--- config.mk ---
export PLATFORM = sky130hd
export DESIGN_NAME = spi_txn_scheduler
export DESIGN_NICKNAME = d
export VERILOG_FILES = /design/src/rtl/spi_txn_scheduler.sv
export SDC_FILE = /design/constraint.sdc
export NUM_CORES = 1
export LEC_CHECK = 0
export ABC_AREA = 1
export BUFFER_PORTS_ARGS = -buffer_cell sky130_fd_sc_hd__buf_2
export CORE_MARGIN = 2
export CORE_UTILIZATION = 45
export DETAILED_ROUTE_END_ITERATION = 10
export PLACE_DENSITY = 0.7
export SLEW_MARGIN = 20
export SYNTH_ARGS = -nofsm -noshare
export SYNTH_HDL_FRONTEND = slang
export SYNTH_SLANG_ARGS = --single-unit
--- constraint.sdc ---
create_clock -name CLK -period 3.5 [get_ports CLK]
set_input_delay 0.7 -clock CLK [delete_from_list [all_inputs] [get_ports CLK]]
set_output_delay 0.7 -clock CLK [all_outputs]
set_load 0.005 [all_outputs]
--- src/rtl/spi_txn_scheduler.sv ---
// spi_txn_scheduler: round-robin sharing of one SPI Master among three requesters
module spi_txn_scheduler #(
  parameter int SETUP_CYCLES  = 2,
  parameter int STROBE_CYCLES = 2,
  parameter int TIMEOUT       = 1023
) (
  input  logic        CLK,
  input  logic        RST,
  input  logic [2:0]  REQ,
  input  logic [1:0]  MODE0,
  input  logic [1:0]  MODE1,
  input  logic [1:0]  MODE2,
  input  logic [7:0]  WDATA0,
  input  logic [7:0]  WDATA1,
  input  logic [7:0]  WDATA2,
  output logic [2:0]  ACK,
  output logic        ERR,
  output logic [7:0]  RDATA,
  output logic        M_READ_MEMORY,
  output logic        M_START,
  output logic [7:0]  M_DATA,
  output logic        M_CPOL,
  output logic        M_CPHA,
  output logic [0:2]  M_SS,
  input  logic        M_SS1,
  input  logic        M_SS2,
  input  logic        M_SS3,
  input  logic [7:0]  M_SHIFT
);
  localparam int TW = $clog2(TIMEOUT + 2);
  localparam logic [TW-1:0] TO  = TW'(TIMEOUT);
  localparam logic [TW-1:0] SU  = TW'(SETUP_CYCLES - 1);
  localparam logic [TW-1:0] SB  = TW'(STROBE_CYCLES - 1);
  localparam logic [TW-1:0] ONE = TW'(1);
  typedef enum logic [3:0] {
    S_SYNC, S_IDLE, S_SETUP1, S_LOAD, S_SETUP2, S_START,
    S_WAIT_BUSY, S_WAIT_DONE, S_GUARD, S_CAPTURE, S_ACK, S_SYNC_ACK
  } state_t;
  state_t state, state_n;
  logic [TW-1:0] cnt;
  logic [1:0] last, idx, p1, p2, gnt;
  logic [2:0] ss_m, ss_s;
  logic busy_s, timeout;
  logic [7:0] g_data;
  logic [1:0] g_mode;
  assign busy_s  = ~&ss_s;
  assign timeout = cnt == TO;
  // round-robin pick: last+1, then last+2, then last itself
  always_comb begin
    p1     = last == 2'd2 ? 2'd0 : last + 2'd1;
    p2     = p1 == 2'd2 ? 2'd0 : p1 + 2'd1;
    gnt    = REQ[p1] ? p1 : REQ[p2] ? p2 : last;
    g_data = gnt == 2'd0 ? WDATA0 : gnt == 2'd1 ? WDATA1 : WDATA2;
    g_mode = gnt == 2'd0 ? MODE0 : gnt == 2'd1 ? MODE1 : MODE2;
  end
  // next-state sequencing of one Master transfer
  always_comb begin
    state_n = state;
    case (state)
      S_SYNC:      state_n = (!busy_s && cnt == ONE) ? S_IDLE : S_SYNC;
      S_IDLE:      state_n = |REQ ? S_SETUP1 : S_IDLE;
      S_SETUP1:    state_n = cnt == SU ? S_LOAD : S_SETUP1;
      S_LOAD:      state_n = cnt == SB ? S_SETUP2 : S_LOAD;
      S_SETUP2:    state_n = cnt == SU ? S_START : S_SETUP2;
      S_START:     state_n = cnt == SB ? S_WAIT_BUSY : S_START;
      S_WAIT_BUSY: state_n = busy_s ? S_WAIT_DONE : timeout ? S_SYNC_ACK : S_WAIT_BUSY;
      S_WAIT_DONE: state_n = !busy_s ? S_GUARD : timeout ? S_SYNC_ACK : S_WAIT_DONE;
      S_GUARD:     state_n = cnt == ONE ? S_CAPTURE : S_GUARD;
      S_CAPTURE:   state_n = S_ACK;
      S_ACK:       state_n = S_IDLE;
      S_SYNC_ACK:  state_n = S_SYNC;
      default:     state_n = S_SYNC;
    endcase
  end
  // slave-select synchronizers, reset as busy so SYNC only trusts a freshly sampled idle
  always_ff @(posedge CLK or posedge RST)
    if (RST) {ss_s, ss_m} <= '0;
    else     {ss_s, ss_m} <= {ss_m, M_SS1, M_SS2, M_SS3};
  // state register and phase counter; counter restarts on state change and on activity during SYNC
  always_ff @(posedge CLK or posedge RST)
    if (RST) begin
      state <= S_SYNC;
      cnt   <= '0;
    end else begin
      state <= state_n;
      cnt   <= (state_n != state || (state == S_SYNC && busy_s)) ? '0 : cnt + 1'b1;
    end
  // grant: latch requester, its configuration and slave code, advance the pointer
  always_ff @(posedge CLK or posedge RST)
    if (RST) begin
      last   <= 2'd2;
      idx    <= 2'd0;
      M_DATA <= 8'h00;
      M_CPOL <= 1'b0;
      M_CPHA <= 1'b0;
      M_SS   <= 3'b111;
    end else if (state == S_IDLE && |REQ) begin
      last             <= gnt;
      idx              <= gnt;
      M_DATA           <= g_data;
      {M_CPOL, M_CPHA} <= g_mode;
      M_SS             <= gnt == 2'd0 ? 3'b011 : gnt == 2'd1 ? 3'b101 : 3'b110;
    end
  // strobes and completion pulse decoded from next state so they come straight off flops
  always_ff @(posedge CLK or posedge RST)
    if (RST) begin
      M_READ_MEMORY <= 1'b0;
      M_START       <= 1'b0;
      ACK           <= 3'b000;
    end else begin
      M_READ_MEMORY <= state_n == S_LOAD;
      M_START       <= state_n == S_START;
      ACK           <= (state_n == S_ACK || state_n == S_SYNC_ACK) ? 3'b001 << idx : 3'b000;
    end
  // result: captured byte on completion, zero with error on timeout abort
  always_ff @(posedge CLK or posedge RST)
    if (RST) begin
      RDATA <= 8'h00;
      ERR   <= 1'b0;
    end else if (state == S_CAPTURE) begin
      RDATA <= M_SHIFT;
      ERR   <= 1'b0;
    end else if (state_n == S_SYNC_ACK) begin
      RDATA <= 8'h00;
      ERR   <= 1'b1;
    end
endmodule

==> results of run 1 <==
==> stage by stage <==
stage | std cells | power [mW] | hold slack [ps] | utilization, %
finish | 497 | 2.16 | 355 | 55.1
global route | 497 | 2.36 | 373 | 55.1
CTS | 497 | 2.18 | 360 | 55.1
detailed placement | 489 | 1.86 | 339 | 53.6
global placement | 489 | 1.83 | 334 | 53.6
floorplan | 347 | 1.59 | 331 | -
==> kinds of logic (layout without fill, tap and decap cells) <==
logic type	count (synthesis)	in the layout	synth area share (%)
compound gates	19	19	4.66
simple gates	216	216	37.2
buf+inv	50	125	7.58
fa+ha+maj	2	2	0.913
flops	51	51	46.8
xor+xnor	9	9	2.88
==> power breakdown <==
| group | internal, mW | switching [mW] |
|---|---|---|
| sequential | 0.747 | 0.101 |
| clock | 0.140 | 0.182 |
| combinational | 0.363 | 0.629 |
==> per-layer routing <==
metal | wire [um] | track usage (%)
met4 | 57 | 5.00
met2 | 2750 | 31.7
met5 | 0 | 0
met3 | 314 | 3.52
met1 | 2670 | 24.5
==> worst max-delay path, stage by stage (launching register included) <==
cell and delay (ps):
dfrtp_1 450, nor2_2 170, nand2_1 140, nand2_1 110
inv_1 50, a21oi_2 540, nand3_2 190, nand2_1 140
inv_2 90, nand3b_1 100, nand2_1 50
==> worst max path at each step <==
| stage | startpoint | to | slack (ps) | cells past startpoint |
|---|---|---|---|---|
| after global placement | REQ[1] | M_DATA[4] | 1210 | 10 |
| after global routing | last[0] | M_DATA[3] | 1110 | 10 |
| final | last[0] | M_CPHA | 1350 | 10 |
| after CTS | last[0] | M_CPHA | 1350 | 10 |
| after detailed placement | REQ[2] | cnt[10] | 1160 | 12 |
| after floorplan | RST | ACK[0] | 1580 | 1 |
==> registers in the layout, summed over array words and instances, names as in the netlist, 2 cells and up <==
| name | cells |
|---|---|
| RDATA | 8 |
| M_SS | 3 |
| state | 4 |
| last | 2 |
| ss_m | 3 |
| ss_s | 3 |
| cnt | 11 |
| ACK | 3 |
| M_DATA | 8 |
==> final cells by class <==
class	instances	share of cell area [%]
sequential	51	39.5
clock buffer	6	2.24
inverter	45	5.25
tap	75	2.89
clock inverter	2	0.386
timing repair buffer	72	11.1
multi-input combinational	246	38.6
==> placed cells by master, fill, tap and decap left out, drive strengths merged, types with 4 or more instances in the layout <==
| cell type | n |
|---|---|
| buf | 72 |
| xor2 | 5 |
| nand4 | 4 |
| dfrtp | 47 |
| nor3 | 5 |
| clkbuf | 6 |
| o21ai | 5 |
| nor2 | 49 |
| dfstp | 4 |
| a21boi | 9 |
| nand3b | 9 |
| nand2 | 113 |
| nand3 | 35 |
| inv | 44 |
| a21oi | 4 |
| xnor2 | 4 |
==> results.py, run 1 <==
metrics = {
    "worst_setup_path": {
        "r2r_setup_slack_ps": 1350,
        "critPathMaxFanout": 15,
        "r2r-start": "last[0]",
        "crit_type": "flop to flop",
        "start_kind": "flop",
        "reg2reg_depth": 10,
        "reg2reg_to": "M_CPHA",
        "required_ps": 3680,
        "crit_path_end_kind": "flop",
        "arrival_ps": 2330,
    },
    "timing": {
        "clock_skew_ps": 3.88,
        "fmax_mhz": 465,
        "relSlewSlack_pct": 42.0,
        "maxSlewViolCount": 0,
        "totalNegativeSetupSlack_ps": 0,
        "final-hold-violation-count": 0,
        "min_period_over_period_pct": 61.4,
        "setup_ws_ps": 1350,
        "setup_viol": 0,
        "worstMarginPinSlew_ps": 870,
        "layout_min_cycle_time_ps": 2150,
        "rsz0062_at_grt": "false",
    },
    "clock_tree": {
        "numCtsBuffers": 5,
        "clkLatencyLatePin_ps": 290,
        "cts_tree": "built",
        "cts_resized": 0,
        "clkSlewWorstSetupHoldPaths_ps": 90,
        "hold_buffers": 0,
        "htreeDepth": 2,
        "post_cts_buffers": 0,
        "clockRootBuffer": "clkbuf_8",
        "cts_sinks": 51,
        "cts_buffer_depth": 2,
    },
    "yosys": {
        "synthArstFlopShare_pct": 100,
        "ys_seq_area_share_pct": 46.8,
        "synth.cell_area_um2": 2740,
        "synth_commonest_cells": "nand2_1 (104), dfrtp_1 (47), inv_1 (40), nand3_1 (31), nor2_1 (31)",
        "synth-seq-cells": 51,
        "synth.most_common_cell": "nand2_1",
        "ys.flop_type": "dfrtp_1",
        "synth_edf_count": 0,
        "syn_area_per_cell_um2": 7.90,
        "syn-num-nets": 395,
        "synth_top_area_share_pct": 42.9,
        "yosys_warnings": 0,
        "synth_top_cell_by_area": "dfrtp_1",
        "ys_types": 29,
        "synth_area_leaders": "dfrtp_1 (43%), nand2_1 (14%), nand3_1 (5.7%)",
        "synthCells": 347,
    },
    "die": {
        "fp.dieW_um": 82.0,
        "die_y_um": 82.0,
        "start_util_pct": 46.6,
        "die_area_um2": 6730,
        "fp.coreArea_um2": 5890,
        "rows": 28,
        "ios": 73,
    },
    "hold_path": {
        "hold_start": "ss_m[2]",
        "min_to": "ss_s[2]",
        "hold_path_depth": 0,
        "hp-class": "flop to flop",
    },
    "grt": {
        "grt_pass1_vias": 2328,
        "grt_first_pass_wirelength_um": 9920,
        "antenna_found_initial": 0,
        "grt_overflow": 0,
        "grt_max_degree": 52,
        "groute.usage.overall_pct": 18.7,
    },
    "pwr": {
        "p_leak_nw": 1.79,
        "vdd_drop_max_mv": 0.347,
        "power.density_nw_per_um2": 667,
    },
    "routing": {
        "vias": 2398,
        "drcViolationCount": 0,
        "routed_wl_um": 5790,
        "wl_per_cell_um": 11.6,
        "detail_route.vias_per_cell": 4.82,
        "ant_nets": 0,
        "firstDrtPassIters": 4,
        "initialDrtViolationCount": 133,
    },
    "final_layout": {
        "final_nets": 469,
        "register_area_um2": 1280,
        "area_growth_pct": 18.3,
        "drive_gt1_share_pct": 28.9,
        "final_area_um2": 3240,
        "fillCellCount": 576,
        "multiInputGateArea_um2": 1250,
        "antenna_cells": 0,
    },
    "job": {
        "maxCapViolations": 0,
    },
    "placed_design": {
        "io_buffers": 72,
        "dp_slack_ps": 1160,
        "hpwl_um": 4500,
        "postPlaceCellArea_um2": 3160,
        "gp_congestion": 0.851,
    },
    "run_status": {
        "outcome": "finished, final reports clean",
    },
}
No activity file was read; power rests on OpenSTA's default activity.
==> run 2: changes to the inputs <==
--- a/config.mk
+++ b/config.mk
@@ -5,12 +5,12 @@
 export SDC_FILE = /design/constraint.sdc
 export NUM_CORES = 1
 export LEC_CHECK = 0
-export ABC_AREA = 1
+export ABC_AREA = 0
 export BUFFER_PORTS_ARGS = -buffer_cell sky130_fd_sc_hd__buf_2
 export CORE_MARGIN = 2
 export CORE_UTILIZATION = 45
 export DETAILED_ROUTE_END_ITERATION = 10
-export PLACE_DENSITY = 0.7
+export PLACE_DENSITY = 0.71
 export SLEW_MARGIN = 20
 export SYNTH_ARGS = -nofsm -noshare
 export SYNTH_HDL_FRONTEND = slang
==> constraint.sdc (replaced) <==
create_clock -name CLK -period 2.2 [get_ports CLK]
set_input_delay 0.44 -clock CLK [delete_from_list [all_inputs] [get_ports CLK]]
set_output_delay 0.44 -clock CLK [all_outputs]
set_load 0.005 [all_outputs]
==> run 2 against run 1 <==
Compared with the run above: the flow now finishes with violations (negative setup slack); first-iteration DRC count fell by 3.0%; register-to-register slack got worse by 1400 ps; synthesized area fell by 10%.
==> results.py, run 2 <==
metrics = {
    "run_status": {
        "outcome": "complete, but fails checks",
        "violations": "negative setup slack",
    },
    "yosys": {
        "ys.flop_type": "dfrtp_1",
        "synth_top_cell_by_area": "dfrtp_1",
        "synthCells": 222,
        "ys_seq_area_share_pct": 52.0,
        "synth_edf_count": 0,
        "synth_area_leaders": "dfrtp_1 (48%), a22oi_1 (5.5%), dfstp_2 (4.3%)",
        "yosys_warnings": 0,
        "synth.most_common_cell": "dfrtp_1",
        "synth_top_area_share_pct": 47.7,
        "syn_area_per_cell_um2": 11.1,
        "synth_commonest_cells": "dfrtp_1 (47), a22oi_1 (18), a21oi_1 (17), o21ai_0 (15)",
        "synth.cell_area_um2": 2460,
        "syn-num-nets": 270,
        "ys_types": 56,
        "synthArstFlopShare_pct": 100,
        "synth-seq-cells": 51,
    },
    "placed_design": {
        "dp_slack_ps": -10.8,
        "io_buffers": 72,
        "place_inst": 373,
        "hpwl_um": 4120,
        "postPlaceCellArea_um2": 3030,
        "gp_congestion": 0.805,
    },
    "worst_setup_path": {
        "critPathMaxFanout": 11,
        "reg2reg_depth": 6,
        "crit_type": "flop to flop",
        "required_ps": 2430,
        "worstSetupStartpoint": "cnt[9]",
        "reg2reg_to": "cnt[4]",
        "r2r-start": "cnt[9]",
        "endpoint": "cnt[4]",
        "arrival_ps": 2460,
        "crit_path_end_kind": "flop",
        "r2r_setup_slack_ps": -40,
        "start_kind": "flop",
    },
    "clock_tree": {
        "cts_sinks": 51,
        "clkSlewWorstSetupHoldPaths_ps": 90,
        "cts_buffer_depth": 2,
        "clockRootBuffer": "clkbuf_8",
        "htreeDepth": 2,
        "clkLatencyLatePin_ps": 300,
        "numCtsBuffers": 5,
        "hold_buffers": 0,
        "cts_tree": "built",
    },
    "timing": {
        "setup_ws_ps": -36.5,
        "final-hold-violation-count": 0,
        "rsz0062_at_grt": "true",
        "min_period_over_period_pct": 102,
        "layout_min_cycle_time_ps": 2240,
        "relSlewSlack_pct": 57.2,
        "worstMarginPinSlew_ps": 638,
        "maxSlewViolCount": 0,
        "setup_viol": 12,
        "whs_ps": 181,
        "fmax_mhz": 447,
        "totalNegativeSetupSlack_ps": -276,
        "clock_skew_ps": 6.68,
    },
    "grt": {
        "grt_first_pass_wirelength_um": 9160,
        "grt_overflow": 0,
        "grt_pass1_vias": 2048,
        "groute.usage.overall_pct": 18.7,
        "antenna_found_initial": 0,
        "grt_max_degree": 30,
    },
    "final_layout": {
        "final_area_um2": 3260,
        "largest_reg_flops": 11,
        "reg_top3": "cnt: 11 flops, M_DATA: 8 flops, RDATA: 8 flops",
        "final_nets": 363,
        "register_area_um2": 1280,
        "multiInputGateArea_um2": 1170,
        "final_common_cell": "buf_2",
        "fillCellCount": 455,
        "mostFrequentLayoutCells": "buf_2 (72), dfrtp_1 (47), buf_4 (19), a22oi_1 (18), a21oi_1 (16)",
        "regMostFlops": "cnt",
        "drive_gt1_share_pct": 43.7,
        "utilization_pct": 62.6,
        "area_growth_pct": 32.2,
        "fin_cells": 386,
        "antenna_cells": 0,
    },
    "routing": {
        "detail_route.vias_per_cell": 5.39,
        "routed.top_layer": "met4",
        "met2_length_um": 2900,
        "wl_per_cell_um": 14.7,
        "vias": 2079,
        "routed_wl_um": 5660,
        "ant_nets": 0,
        "drt-met1-wl_um": 2380,
        "drcViolationCount": 0,
        "firstDrtPassIters": 7,
        "wl_met3_um": 318,
        "initialDrtViolationCount": 129,
    },
    "die": {
        "die_area_um2": 6090,
        "start_util_pct": 47.4,
        "die_y_um": 78.0,
        "fp.coreArea_um2": 5200,
        "rows": 26,
        "fp.dieW_um": 78.0,
        "ios": 73,
    },
    "pwr": {
        "p_total_mw": 3.81,
        "p_leak_nw": 1.53,
        "power.density_nw_per_um2": 1170,
        "vdd_drop_max_mv": 0.582,
    },
    "hold_path": {
        "hp-class": "primary input to asynchronous set/reset pin",
    },
    "job": {
        "maxCapViolations": 0,
    },
}
==> run 2: changes by cell type after synthesis, sizes merged, moves of 6 or more <==
cell    change
nand2     -103
inv        -35
o21ai      +11
nand3      -31
clkbuf      +6
a21oi      +13
nand3b      -7
a22oi      +18
a21boi      -9
nor2       -41
a22o        +8
==> run 2: worst max-delay path: stages, from the launching register on <==
cell	delay, ps
dfrtp_1	390
or4_4	530
or3_4	430
mux2i_4	210
a211o_1	310
buf_12	150
a21oi_1	140
==> run 2: power breakdown <==
| part | internal [mW] | switching (mW) |
|---|---|---|
| Combinational | 0.856 | 0.888 |
| Clock | 0.341 | 0.294 |
| Sequential | 1.22 | 0.207 |
==> run 2: metal layers <==
layer / track usage (%) / vias up
met1: 23.0 / 992
met3: 4.60 / 7
met4: 5.26 / 0
met2: 32.8 / 62
met5: 0 / -
li1: - / 1018
==> run 2: cell type report <==
cell class              count  share of cell area (%)
repair buffers             95                    17.6
clock inverters             1                   0.921
clock buffers               7                    2.34
well taps                  70                    2.69
multi-input cells         152                    36.0
inverters                  10                    1.15
flip-flops and latches     51                    39.3
==> run 2: worst min path at each step <==
stage	startpoint	end	slack, ps
4_1_cts	RST	M_DATA[1]	200
3_5_place_dp	ss_m[0]	ss_s[0]	340
3_3_place_gp	ss_m[1]	ss_s[1]	340
6_report	RST	ss_m[0]	180
5_1_grt	RST	ss_m[0]	220
2_1_floorplan	ss_m[0]	ss_s[0]	330
==> run 2: logic make-up (layout without fill, tap and decap cells) <==
kind of cell               count (synthesis)  in the layout  share of synthesized area (%)
muxes                                      3              3                           1.27
DFF                                       51             51                           52.0
AOI/OAI and AO/OA                         75             76                           21.6
and+or+nand+nor                           60             60                           15.9
adders and majority gates                  3              3                           1.47
buffers and inverters                     20            113                           4.26
xor gates and xnor gates                  10             10                           3.55
==> run 2: timing repair <==
action                                  CTS  global route
endpoints found under the setup margin   11            26
pin swaps                                 0            13
gates resized for setup                   3            14
cloned                                    0             1
buffers inserted                          1             3
==> run 3: changes to the inputs <==
--- a/config.mk
+++ b/config.mk
@@ -8,9 +8,10 @@
 export ABC_AREA = 0
 export BUFFER_PORTS_ARGS = -buffer_cell sky130_fd_sc_hd__buf_2
 export CORE_MARGIN = 2
-export CORE_UTILIZATION = 45
+export CORE_UTILIZATION = 51
 export DETAILED_ROUTE_END_ITERATION = 10
-export PLACE_DENSITY = 0.71
+export PLACE_DENSITY = 0.79
+export SETUP_SLACK_MARGIN = 0.05
 export SLEW_MARGIN = 20
 export SYNTH_ARGS = -nofsm -noshare
 export SYNTH_HDL_FRONTEND = slang
==> run 3 against run 2 <==
Compared with the run above: the run now ends clean; wire length decreased by 3.1%; highest routed layer unchanged; core utilization increased by 5.8 points; first-iteration DRC count decreased by 12%; register-to-register slack improved by 40 ps; global-route usage increased by 1.9 points; clock skew increased by 2.8 ps; critical endpoint is now ACK[1]; critical path depth unchanged.
==> results.py, run 3 (same netlist as run 2, synthesis figures left out) <==
metrics = {
    "final_layout": {
        "multiInputGateArea_um2": 1180,
        "regMostFlops": "cnt",
        "final_common_cell": "buf_2",
        "utilization_pct": 68.4,
        "register_area_um2": 1280,
        "final_nets": 361,
        "area_growth_pct": 30.3,
        "reg_top3": "cnt: 11 flops, M_DATA: 8 flops, RDATA: 8 flops",
        "largest_reg_flops": 11,
        "drive_gt1_share_pct": 43.9,
        "antenna_cells": 0,
        "fillCellCount": 354,
        "mostFrequentLayoutCells": "buf_2 (72), dfrtp_1 (47), a22oi_1 (18), buf_4 (18)",
    },
    "timing": {
        "rsz0062_at_grt": "true",
        "setup_viol": 0,
        "maxSlewViolCount": 0,
        "setup_ws_ps": 0.664,
        "totalNegativeSetupSlack_ps": 0,
        "relSlewSlack_pct": 62.5,
        "worstMarginPinSlew_ps": 560,
        "final-hold-violation-count": 0,
        "fmax_mhz": 455,
        "layout_min_cycle_time_ps": 2200,
        "min_period_over_period_pct": 100,
        "clock_skew_ps": 9.46,
    },
    "placed_design": {
        "gp_congestion": 0.838,
        "dp_slack_ps": 15.0,
        "io_buffers": 72,
        "hpwl_um": 4000,
    },
    "pwr": {
        "vdd_drop_max_mv": 0.539,
        "p_total_mw": 3.74,
        "power.density_nw_per_um2": 1170,
        "p_leak_nw": 1.52,
    },
    "worst_setup_path": {
        "crit_type": "flop to flop",
        "crit_path_end_kind": "flop",
        "required_ps": 2420,
        "start_kind": "flop",
        "critPathMaxFanout": 5,
        "r2r_setup_slack_ps": 0.7,
        "arrival_ps": 2420,
    },
    "routing": {
        "drcViolationCount": 0,
        "detail_route.vias_per_cell": 5.61,
        "wl_per_cell_um": 14.9,
        "routed_wl_um": 5490,
        "ant_nets": 0,
        "initialDrtViolationCount": 114,
        "vias": 2063,
        "firstDrtPassIters": 4,
    },
    "job": {
        "maxCapViolations": 0,
    },
    "clock_tree": {
        "post_cts_buffers": 0,
        "clockRootBuffer": "clkbuf_8",
        "cts_tree": "built",
        "cts_sinks": 51,
        "htreeDepth": 2,
        "cts_buffer_depth": 2,
        "clkSlewWorstSetupHoldPaths_ps": 80,
        "numCtsBuffers": 5,
        "hold_buffers": 0,
        "clkLatencyLatePin_ps": 300,
    },
    "hold_path": {
        "hp-class": "primary input to asynchronous set/reset pin",
    },
    "grt": {
        "groute.usage.overall_pct": 20.6,
        "grt_pass1_vias": 1915,
        "grt_overflow": 0,
        "grt_first_pass_wirelength_um": 8630,
        "grt_max_degree": 24,
        "antenna_found_initial": 0,
    },
    "die": {
        "die_area_um2": 5410,
        "start_util_pct": 52.5,
        "ios": 73,
        "fp.coreArea_um2": 4690,
        "rows": 25,
        "fp.dieW_um": 73.5,
        "die_y_um": 73.5,
    },
    "run_status": {
        "outcome": "finished, final reports clean",
    },
}
==> run 3: cell count changes in the layout (fill, tap and decap cells not counted), sizes merged <==
cell,before,now
buf,95,93
==> run 3: path summary, 6_finish.rpt <==
kind,startpoint,endpoint,depth (start not counted)
setup / recovery,cnt[7],ACK[1],6
setup reg to reg,cnt[7],ACK[1],6
hold reg to reg,ss_m[2],ss_s[2],0
hold / removal,RST,cnt[4],2
min in group CLK,M_SS2,ss_m[1],1
max in group asynchronous,RST,last[1],3
==> run 3: layout make-up <==
type / count / area share (%)
Tap cell: 54 / 2.10
Multi-Input combinational cell: 152 / 36.7
Clock inverter: 1 / 0.935
Sequential cell: 51 / 39.9
Timing Repair Buffer: 93 / 16.8
Inverter: 10 / 1.17
Clock buffer: 7 / 2.38
==> run 3: per-stage QoR <==
| step | cells | hold WS (ps) | cell area [um2] |
|---|---|---|---|
| 2_1_floorplan | 222 | 331 | 2480 |
| 3_3_place_gp | 359 | 333 | 3010 |
| 3_5_place_dp | 359 | 336 | 3010 |
| 4_1_cts | 368 | 110 | 3160 |
| 5_1_grt | 368 | 119 | 3210 |
| 6_report | 368 | 105 | 3210 |
==> run 3: critical path, stage by stage (launching register included) <==
cell,delay [ps]
dfrtp_1,380
or4_4,530
or3_4,430
o32ai_4,330
o21ai_4,140
buf_6,150
nor3b_2,160
==> run 3: power by group <==
group	switching, mW	total, mW	internal (mW)
clock	0.281	0.621	0.340
combinational	0.893	1.70	0.805
sequential	0.206	1.42	1.22
total	1.38	3.74	2.36
==> run 3: what timing repair did <==
action | in CTS | in global routing
endpoints found under the setup margin | 30 | 29
resized for setup | 8 | 10
gates cloned | 1 | 0
pin swaps | 5 | 2
==> run 3: metal layers <==
layer	global-route usage (%)	wire length, um	part of all wire, %	vias up
li1	-	-	-	1017
met1	26.6	2460	45	995
met5	0	0	0	-
met3	4.12	187	3.4	6
met2	35.8	2800	51	45
met4	4.24	39	0.71	0
